File: config.mk
export PLATFORM = sky130hd
export DESIGN_NAME = mips_multicycle_ctrl
export DESIGN_NICKNAME = d
export VERILOG_FILES = /design/src/rtl/mips_multicycle_ctrl.sv
export SDC_FILE = /design/constraint.sdc
export NUM_CORES = 1
export LEC_CHECK = 0
export BUFFER_PORTS_ARGS = -buffer_cell sky130_fd_sc_hd__buf_2
export CORE_ASPECT_RATIO = 1.75
export CORE_UTILIZATION = 51
export DETAILED_ROUTE_END_ITERATION = 10
export GPL_TIMING_DRIVEN = 1
export PLACE_DENSITY = 0.8
export SLEW_MARGIN = 5
export SYNTH_ARGS = -nofsm -noshare
export SYNTH_HDL_FRONTEND = slang
export SYNTH_SLANG_ARGS = --single-unit
File: constraint.sdc
create_clock -name clock -period 2.19 [get_ports clock]
set_input_delay 0.438 -clock clock [delete_from_list [all_inputs] [get_ports clock]]
set_output_delay 0.438 -clock clock [all_outputs]
set_load 0.01 [all_outputs]
File: src/rtl/mips_multicycle_ctrl.sv
// Multi-cycle control sequencer for the single-datapath MIPS core.
// One instruction moves through FETCH, DECODE, EXEC, MEM and WB. The state
// register and the retired counter are the only storage. Every datapath
// control is a decode of the current state plus the IR opcode/funct fields.
// That decode is combinational on purpose: DECODE depends on an opcode that
// is only loaded by the FETCH edge, and the beq PC write follows zero_flag
// during EXEC.
// Memory handshake: in MEM the lw/sw strobe stays high in every cycle until
// mem_ready is sampled high at a rising edge. That edge completes the access.
// mem_ready is ignored in all other states.
module mips_multicycle_ctrl #(
  parameter int RETIRE_W = 32
) (
  input  logic                clock,
  input  logic                reset,
  input  logic [5:0]          opcode,
  input  logic [5:0]          funct,
  input  logic                zero_flag,
  input  logic                mem_ready,
  output logic                pc_write,
  output logic [1:0]          pc_src,
  output logic                ir_write,
  output logic                reg_write,
  output logic                reg_dst,
  output logic                mem_read,
  output logic                mem_write,
  output logic                mem_to_reg,
  output logic [1:0]          alu_src_b,
  output logic [3:0]          alu_op,
  output logic [2:0]          state,
  output logic                illegal,
  output logic [RETIRE_W-1:0] retired
);

  typedef enum logic [2:0] {
    S_IDLE   = 3'd0,
    S_FETCH  = 3'd1,
    S_DECODE = 3'd2,
    S_EXEC   = 3'd3,
    S_MEM    = 3'd4,
    S_WB     = 3'd5,
    S_TRAP   = 3'd6
  } state_t;

  state_t              r_state;
  logic [RETIRE_W-1:0] r_retired;

  logic       w_is_r, w_is_addi, w_is_lui, w_is_lw, w_is_sw, w_is_beq, w_is_j;
  logic       w_r_ok, w_legal;
  logic [3:0] w_alu_op;
  logic [1:0] w_alu_src_b;

  // Instruction class decode and the ALU controls each class needs.
  always_comb begin
    w_is_r      = (opcode == 6'b000000);
    w_is_addi   = (opcode == 6'b001000);
    w_is_lui    = (opcode == 6'b001111);
    w_is_lw     = (opcode == 6'b100011);
    w_is_sw     = (opcode == 6'b101011);
    w_is_beq    = (opcode == 6'b000100);
    w_is_j      = (opcode == 6'b000010);
    w_r_ok      = 1'b1;
    w_alu_op    = 4'b0000;
    w_alu_src_b = 2'b00;
    if (w_is_r) begin
      case (funct)
        6'b100000: w_alu_op = 4'b0010;
        6'b100010: w_alu_op = 4'b0110;
        6'b100100: w_alu_op = 4'b0000;
        6'b100101: w_alu_op = 4'b0001;
        6'b101010: w_alu_op = 4'b0111;
        6'b000000: begin
          w_alu_op    = 4'b1000;
          w_alu_src_b = 2'b11;
        end
        default:   w_r_ok = 1'b0;
      endcase
    end else if (w_is_addi || w_is_lw || w_is_sw) begin
      w_alu_op    = 4'b0010;
      w_alu_src_b = 2'b01;
    end else if (w_is_lui) begin
      w_alu_op    = 4'b1001;
      w_alu_src_b = 2'b10;
    end else if (w_is_beq) begin
      w_alu_op    = 4'b0110;
      w_alu_src_b = 2'b00;
    end
    w_legal = (w_is_r && w_r_ok) || w_is_addi || w_is_lui || w_is_lw ||
              w_is_sw || w_is_beq || w_is_j;
  end

  // Sequencer state and retired-instruction counter. A retire is any move
  // back to FETCH, except the IDLE -> FETCH move out of reset.
  always_ff @(posedge clock or posedge reset) begin
    if (reset) begin
      r_state   <= S_IDLE;
      r_retired <= '0;
    end else begin
      case (r_state)
        S_IDLE:   r_state <= S_FETCH;
        S_FETCH:  r_state <= S_DECODE;
        S_DECODE: begin
          if (w_is_j) begin
            r_state   <= S_FETCH;
            r_retired <= r_retired + 1'b1;
          end else if (!w_legal) begin
            r_state <= S_TRAP;
          end else begin
            r_state <= S_EXEC;
          end
        end
        S_EXEC: begin
          if (w_is_beq) begin
            r_state   <= S_FETCH;
            r_retired <= r_retired + 1'b1;
          end else if (w_is_lw || w_is_sw) begin
            r_state <= S_MEM;
          end else begin
            r_state <= S_WB;
          end
        end
        S_MEM: begin
          if (mem_ready) begin
            if (w_is_lw) begin
              r_state <= S_WB;
            end else begin
              r_state   <= S_FETCH;
              r_retired <= r_retired + 1'b1;
            end
          end
        end
        S_WB: begin
          r_state   <= S_FETCH;
          r_retired <= r_retired + 1'b1;
        end
        S_TRAP:   r_state <= S_TRAP;
        default:  r_state <= S_IDLE;
      endcase
    end
  end

  // Moore output decode. Every control defaults to 0, so IDLE, TRAP and
  // the unused code only assert what their own branch names.
  always_comb begin
    pc_write   = 1'b0;
    pc_src     = 2'b00;
    ir_write   = 1'b0;
    reg_write  = 1'b0;
    reg_dst    = 1'b0;
    mem_read   = 1'b0;
    mem_write  = 1'b0;
    mem_to_reg = 1'b0;
    alu_src_b  = 2'b00;
    alu_op     = 4'b0000;
    illegal    = 1'b0;
    case (r_state)
      S_FETCH: begin
        ir_write = 1'b1;
        pc_write = 1'b1;
      end
      S_DECODE: begin
        if (w_is_j) begin
          pc_write = 1'b1;
          pc_src   = 2'b10;
        end
      end
      S_EXEC: begin
        alu_op    = w_alu_op;
        alu_src_b = w_alu_src_b;
        if (w_is_beq) begin
          pc_write = zero_flag;
          pc_src   = 2'b01;
        end
      end
      S_MEM: begin
        alu_op    = w_alu_op;
        alu_src_b = w_alu_src_b;
        mem_read  = w_is_lw;
        mem_write = w_is_sw;
      end
      S_WB: begin
        alu_op     = w_alu_op;
        alu_src_b  = w_alu_src_b;
        reg_write  = 1'b1;
        reg_dst    = w_is_r;
        mem_to_reg = w_is_lw;
      end
      S_TRAP:  illegal = 1'b1;
      default: ;
    endcase
  end

  assign state   = r_state;
  assign retired = r_retired;

endmodule

# After elaboration in Yosys (flattened, before gate mapping)
# Cells that the tools add are included.
dict set report word_totals {
  elab_cells 80
  input_bits 16
  ff_bits 35
  out_inout_bits 51
}
dict set report op_classes {
  eq_ne 21
  addsub 1
  reduce_logical 18
  muxes 38
}
# op n
set ops {}
lappend ops {{2-to-1 mux 32 bit} 4}
lappend ops {{case mux 32 bit (4 select lines)} 1}
lappend ops {{== test 6 bit (second input constant)} 7}
lappend ops {{adder 32 x 1 -> 32 bit (second input constant)} 1}
lappend ops {{case mux 4 bit (5 select lines)} 1}
lappend ops {{2-to-1 mux 3 bit} 6}
lappend ops {{case mux 3 bit (6 select lines)} 1}
lappend ops {{2-to-1 mux 4 bit} 4}
lappend ops {{2-to-1 mux 1 bit} 13}
lappend ops {{== test 6 x 4 -> 1 bit (second input constant)} 2}
lappend ops {{logical NOT 6 bit} 2}
lappend ops {{2-to-1 mux 2 bit} 6}
lappend ops {{== test 3 bit (second input constant)} 3}
lappend ops {{logical OR 1 bit} 9}
lappend ops {{!= test 2 bit (second input constant)} 4}
lappend ops {{== test 3 x 2 -> 1 bit (second input constant)} 2}
lappend ops {{== test 6 x 2 -> 1 bit (second input constant)} 1}
lappend ops {{== test 6 x 3 -> 1 bit (second input constant)} 1}
lappend ops {{OR reduction 6 bit} 1}
lappend ops {{AND reduction 5 bit} 1}
lappend ops {{case mux 2 bit (2 select lines)} 1}
lappend ops {{nonzero test 4 bit} 1}
lappend ops {{== test 3 x 1 -> 1 bit (second input constant)} 1}
lappend ops {{logical NOT 3 bit} 1}
lappend ops {{other kinds (4)} 4}

# Logic depth before layout (Yosys ltp)
dict set report depth {
  depth_word 14
  depth_mapped 8
  mapped_depth_nobuf 6
}

# Worst setup path before layout
# No wires, ideal clock.
dict set report synth_path {
  path_type {input-to-reg}
  start {input opcode[2]}
  end {register r_retired[9] (netlist: retired[9])}
  n_path_buf 2
  required_time_ns 2.111
  slack_ns 0.157
  t_arrival_ns 1.953
  setup_time_ns 0.079
  path_stages 8
  path_cell_list {buf_2 nor3_2 a31oi_1 o21a_1 or2_1 buf_6 nor4_2 xor2_1}
}
dict set report synth_between {
  elab_chain_len 3
  elab_cells_between_ends 7
  cone_classes {eq/ne: 6; reduce/logical: 1}
}
# item line
set synth_lines {}
lappend synth_lines {{from (decl)} 16} ;# input logic [5:0] opcode,
lappend synth_lines {{== test 6 x 2 -> 1 bit, or another cell as far along} 61} ;# w_is_j = (opcode == 6'b000010);
lappend synth_lines {{!= test 2 bit (no line)} --}
lappend synth_lines {{AND reduction 5 bit (no line) *} --}
lappend synth_lines {{to (signal assigned)} 105} ;# r_retired <= r_retired + 1'b1;
lappend synth_lines {{to (signal assigned)} 115} ;# r_retired <= r_retired + 1'b1;
lappend synth_lines {{to (signal assigned)} 128} ;# r_retired <= r_retired + 1'b1;
lappend synth_lines {{to (decl)} 46} ;# logic [RETIRE_W-1:0] r_retired;
# Every way passes the cells marked *; elsewhere a longest branch is shown, timed or not.
# A chain may end at the register's enable or synchronous reset.

# Final worst setup path
dict set report layout_path {
  start {input opcode[0]}
  end {output alu_src_b[1]}
}
dict set report layout_between {
  elab_chain_len 6
  elab_cells_between_ends 11
  cone_classes {eq/ne: 4; mux: 4; reduce/logical: 3}
}
# item line
set layout_lines {}
lappend layout_lines {{== test 6 x 4 -> 1 bit or == test 6 bit (tied branches)} {56, 58}}
lappend layout_lines {{logical OR 1 bit (2 in series)} 78} ;# end else if (w_is_addi || w_is_lw || w_is_sw) begin
lappend layout_lines {{2-to-1 mux 2 bit} 78}
lappend layout_lines {{2-to-1 mux 2 bit *} 65} ;# if (w_is_r) begin
lappend layout_lines {{2-to-1 mux 2 bit *} 156} ;# case (r_state)
lappend layout_lines {{to (decl)} 28} ;# output logic [1:0] alu_src_b,
# Marks and branches as above.

==> flow_results.xml <==
<?xml version="1.0" encoding="UTF-8"?>
<metrics>
  <group name="status">
    <metric name="run_status" unit="">completed</metric>
  </group>
  <group name="worst_setup_path">
    <metric name="cpMostUsedCell" unit="">buf_2</metric>
    <metric name="crit_path_max_incr_delay" unit="ns">0.41</metric>
    <metric name="worstPathCellList" unit="">buf_2 &gt; nor4_4 &gt; nand2_2 &gt; o21bai_1 &gt; nor2_1 &gt; buf_2</metric>
    <metric name="path_max_fanout" unit="">7</metric>
    <metric name="timing.critical_path.required" unit="ns">1.75</metric>
    <metric name="timing.critical_path.arrival" unit="ns">1.63</metric>
    <metric name="worst_setup_path_start_kind" unit="">input pin</metric>
    <metric name="kind_of_critical_path" unit="">in2out</metric>
    <metric name="crit_end_element" unit="">output pin</metric>
    <metric name="timing.critical_path.slowest_stage_cell" unit="">nor4_4</metric>
  </group>
  <group name="timing">
    <metric name="finalHoldViolations" unit="">0</metric>
    <metric name="worst_slack" unit="ns">0.117</metric>
    <metric name="fin_crit_sh" unit="%">94.7</metric>
    <metric name="worstMarginPinSlew" unit="ns">0.538</metric>
    <metric name="period_needed" unit="ns">2.07</metric>
    <metric name="timing.final.max_slew_violations" unit="">0</metric>
    <metric name="rsz0062_at_grt" unit="">false</metric>
    <metric name="setup_viol" unit="">0</metric>
    <metric name="max_clock_freq" unit="MHz">482</metric>
    <metric name="max_slew_margin_vs_limit" unit="%">63.6</metric>
    <metric name="finalClockSkew" unit="ns">0.00726</metric>
  </group>
  <group name="logic_synthesis">
    <metric name="postSynthCellCount" unit="">223</metric>
    <metric name="synth_largest_area_cell" unit="">dfrtp_1</metric>
    <metric name="postSynthAreaPerCell" unit="µm²">9.27</metric>
    <metric name="ys_seq_elements" unit="">35</metric>
    <metric name="netlist_area_pre_place" unit="µm²">2070</metric>
    <metric name="post_synth_main_area_contributors" unit="">dfrtp_1, xnor2_1, nand3_1</metric>
    <metric name="synth_seq_area_share" unit="%">42.3</metric>
    <metric name="synth_top_cell_area_share" unit="%">42.3</metric>
    <metric name="synth.yosys.warnings" unit="">0</metric>
    <metric name="synthesis.nets" unit="">240</metric>
    <metric name="netlist-cell-type-count" unit="">40</metric>
  </group>
  <group name="cts">
    <metric name="cts_tree" unit="">built</metric>
    <metric name="clockRootBuffer" unit="">clkbuf_8</metric>
    <metric name="cts_made_buffers" unit="">5</metric>
    <metric name="clock_network_latency_to_the_later_pin_of_the_worst_skew_pair" unit="ns">0.29</metric>
    <metric name="cts-root-to-sink-buffers" unit="">2</metric>
    <metric name="clkSlewWorstSetupHoldPaths" unit="ns">0.07</metric>
    <metric name="cts.sink_count" unit="">35</metric>
    <metric name="post_cts_hold_buffer_count" unit="">0</metric>
    <metric name="cts-htree-levels" unit="">2</metric>
  </group>
  <group name="finish">
    <metric name="final_cell_mix" unit="">buf_2, dfrtp_1, xnor2_1, nand2_1, nand3_1</metric>
    <metric name="layout-drive-gt1-share" unit="%">33.2</metric>
    <metric name="number_of_non_filler_instances_in_the_completed_layout" unit="">352</metric>
    <metric name="n_antenna_cell" unit="">0</metric>
    <metric name="finish.net_count" unit="">321</metric>
    <metric name="area_growth" unit="%">26.8</metric>
    <metric name="final_common_cell" unit="">buf_2</metric>
    <metric name="postLayoutCoreUtil" unit="%">67.8</metric>
  </group>
  <group name="min_path">
    <metric name="worst_hold_path_type" unit="">in2async</metric>
  </group>
  <group name="floorplan">
    <metric name="core_region_area" unit="µm²">3870</metric>
    <metric name="die-width" unit="µm">50.1</metric>
    <metric name="dieArea" unit="µm²">4320</metric>
    <metric name="fp.dieH" unit="µm">86.2</metric>
    <metric name="start_util" unit="%">53.5</metric>
    <metric name="ios" unit="">67</metric>
    <metric name="core.rowCount" unit="">30</metric>
  </group>
  <group name="place">
    <metric name="preCtsSetupSlack" unit="ns">-0.0121</metric>
    <metric name="buffer_ports.inserted" unit="">66</metric>
    <metric name="gpl.final_weighted_congestion" unit="">0.853</metric>
    <metric name="dpl.hpwl" unit="mm">3.92</metric>
    <metric name="dpl.cell_count" unit="">341</metric>
  </group>
  <group name="grt">
    <metric name="grt_util_all_layers" unit="%">25.6</metric>
    <metric name="grt_antenna_before_repair" unit="">0</metric>
    <metric name="via_count_of_the_first_global_routing_pass" unit="">2007</metric>
    <metric name="grt_max_degree" unit="">36</metric>
    <metric name="global_route_wire_length_before_repair" unit="mm">8.55</metric>
    <metric name="globalRouteOverflowTotal" unit="">0</metric>
  </group>
  <group name="job">
    <metric name="max_cap_viol_count" unit="">0</metric>
  </group>
  <group name="power">
    <metric name="vdd_drop_max" unit="mV">0.492</metric>
    <metric name="p_leak" unit="nW">1.28</metric>
    <metric name="total_power_divided_by_cell_area" unit="nW/µm²">772</metric>
  </group>
  <group name="detailed_routing">
    <metric name="routed_wirelength_normalized_by_instance_count" unit="µm">14.2</metric>
    <metric name="detailedRoute.firstPassIterationCount" unit="">4</metric>
    <metric name="wirelength" unit="mm">5.01</metric>
    <metric name="via_count" unit="">1952</metric>
    <metric name="post_detailed_route_drc_marker_count" unit="">0</metric>
    <metric name="first_iter_violations" unit="">44</metric>
    <metric name="drt.antenna.violating_nets" unit="">0</metric>
    <metric name="via_per_inst" unit="">5.55</metric>
  </group>
</metrics>
-- critical path: cells and delay by family --
family	cells	cell delay, ns
compound gates	1	0.26
buf+inv	2	0.31
simple gates	3	0.63
-- synthesized netlist by cell type --
cell type,number
and2_1,3
nor3_2,2
a21oi_1,5
and4_1,4
inv_1,4
o41ai_1,1
nor2b_1,3
xnor2_1,27
or2_1,2
a31oi_1,4
nand3b_1,2
nand4_1,8
nor3_1,9
clkbuf_1,2
nor4_4,2
nand2b_1,6
nor4b_1,1
nor2_1,19
a21oi_2,1
buf_6,2
a22o_1,1
o32a_1,1
o21bai_1,2
buf_2,4
xor2_1,5
nand3_1,22
a21o_4,1
o21a_1,1
a22oi_1,1
o31a_1,1
and3_1,5
a221oi_1,1
dfrtp_1,35
nand2_1,23
nor4_2,2
o21ai_0,4
or3_1,1
ha_1,1
nor4_1,4
or2_2,1
-- through the flow --
step	cell area, µm²	total power [mW]	TNS (ns)	hold WS (ns)
4_1_cts	2590	2.01	0	0.256
2_1_floorplan	2070	1.31	0	0.508
3_3_place_gp	2500	1.52	0	0.457
6_report	2620	2.02	0	0.236
5_1_grt	2620	2.15	0	0.280
3_5_place_dp	2500	1.53	-0.0121	0.462
-- flip-flops by register name, indices dropped and copies added, names as in the netlist --
name / flops
retired: 32
state: 3
-- final cells by class --
cell class                 instances  area (µm²)
multi-input combinational        176        1130
fill                             360        1240
timing repair buffer              82         450
tap                               48        60.1
inverter                           4        15.0
clock buffer                       6        82.6
clock inverter                     1        5.00
sequential                        35         877
-- report_power, final --
group          internal, mW  switching, mW  leakage [nW]
clock                 0.246          0.218        0.0470
combinational         0.335          0.434         0.767
sequential            0.715         0.0753         0.471
-- cell families (layout without fill, tap and decap cells) --
kind of cell	after synthesis	after routing	share of synthesized area (%)
XOR/XNOR	32	32	13.6
adder cells (fa/ha/maj)	1	1	0.605
AND/OR/NAND/NOR	119	119	32.2
flip-flops	35	35	42.3
buffers and inverters	12	93	3.15
AO/OA/AOI/OAI	24	24	8.17
-- metal layers --
metal	global-route usage, %	wire (µm)	vias up
met5	0	0	-
met4	12.7	160	0
met3	4.39	201	13
met2	49.0	2840	71
met1	25.5	1810	918
li1	-	-	950
-- final timing paths --
check,startpoint,end,slack [ns],cells past startpoint
setup / recovery,opcode[0],alu_src_b[1],0.12,6
min in group clock,retired[31],retired[31],0.46,1
hold / removal,reset,retired[10],0.24,3
hold reg to reg,retired[31],retired[31],0.46,1
max in group asynchronous,reset,state[1],1.60,3
setup reg to reg,state[2],retired[17],0.30,6
-- timing repair --
item	4_1_cts	5_1_grt
setup buffers	1	3
resized for setup	0	3
endpoints found under the setup margin	1	4
pin swaps	0	2
No activity file was read; power rests on OpenSTA's default activity.
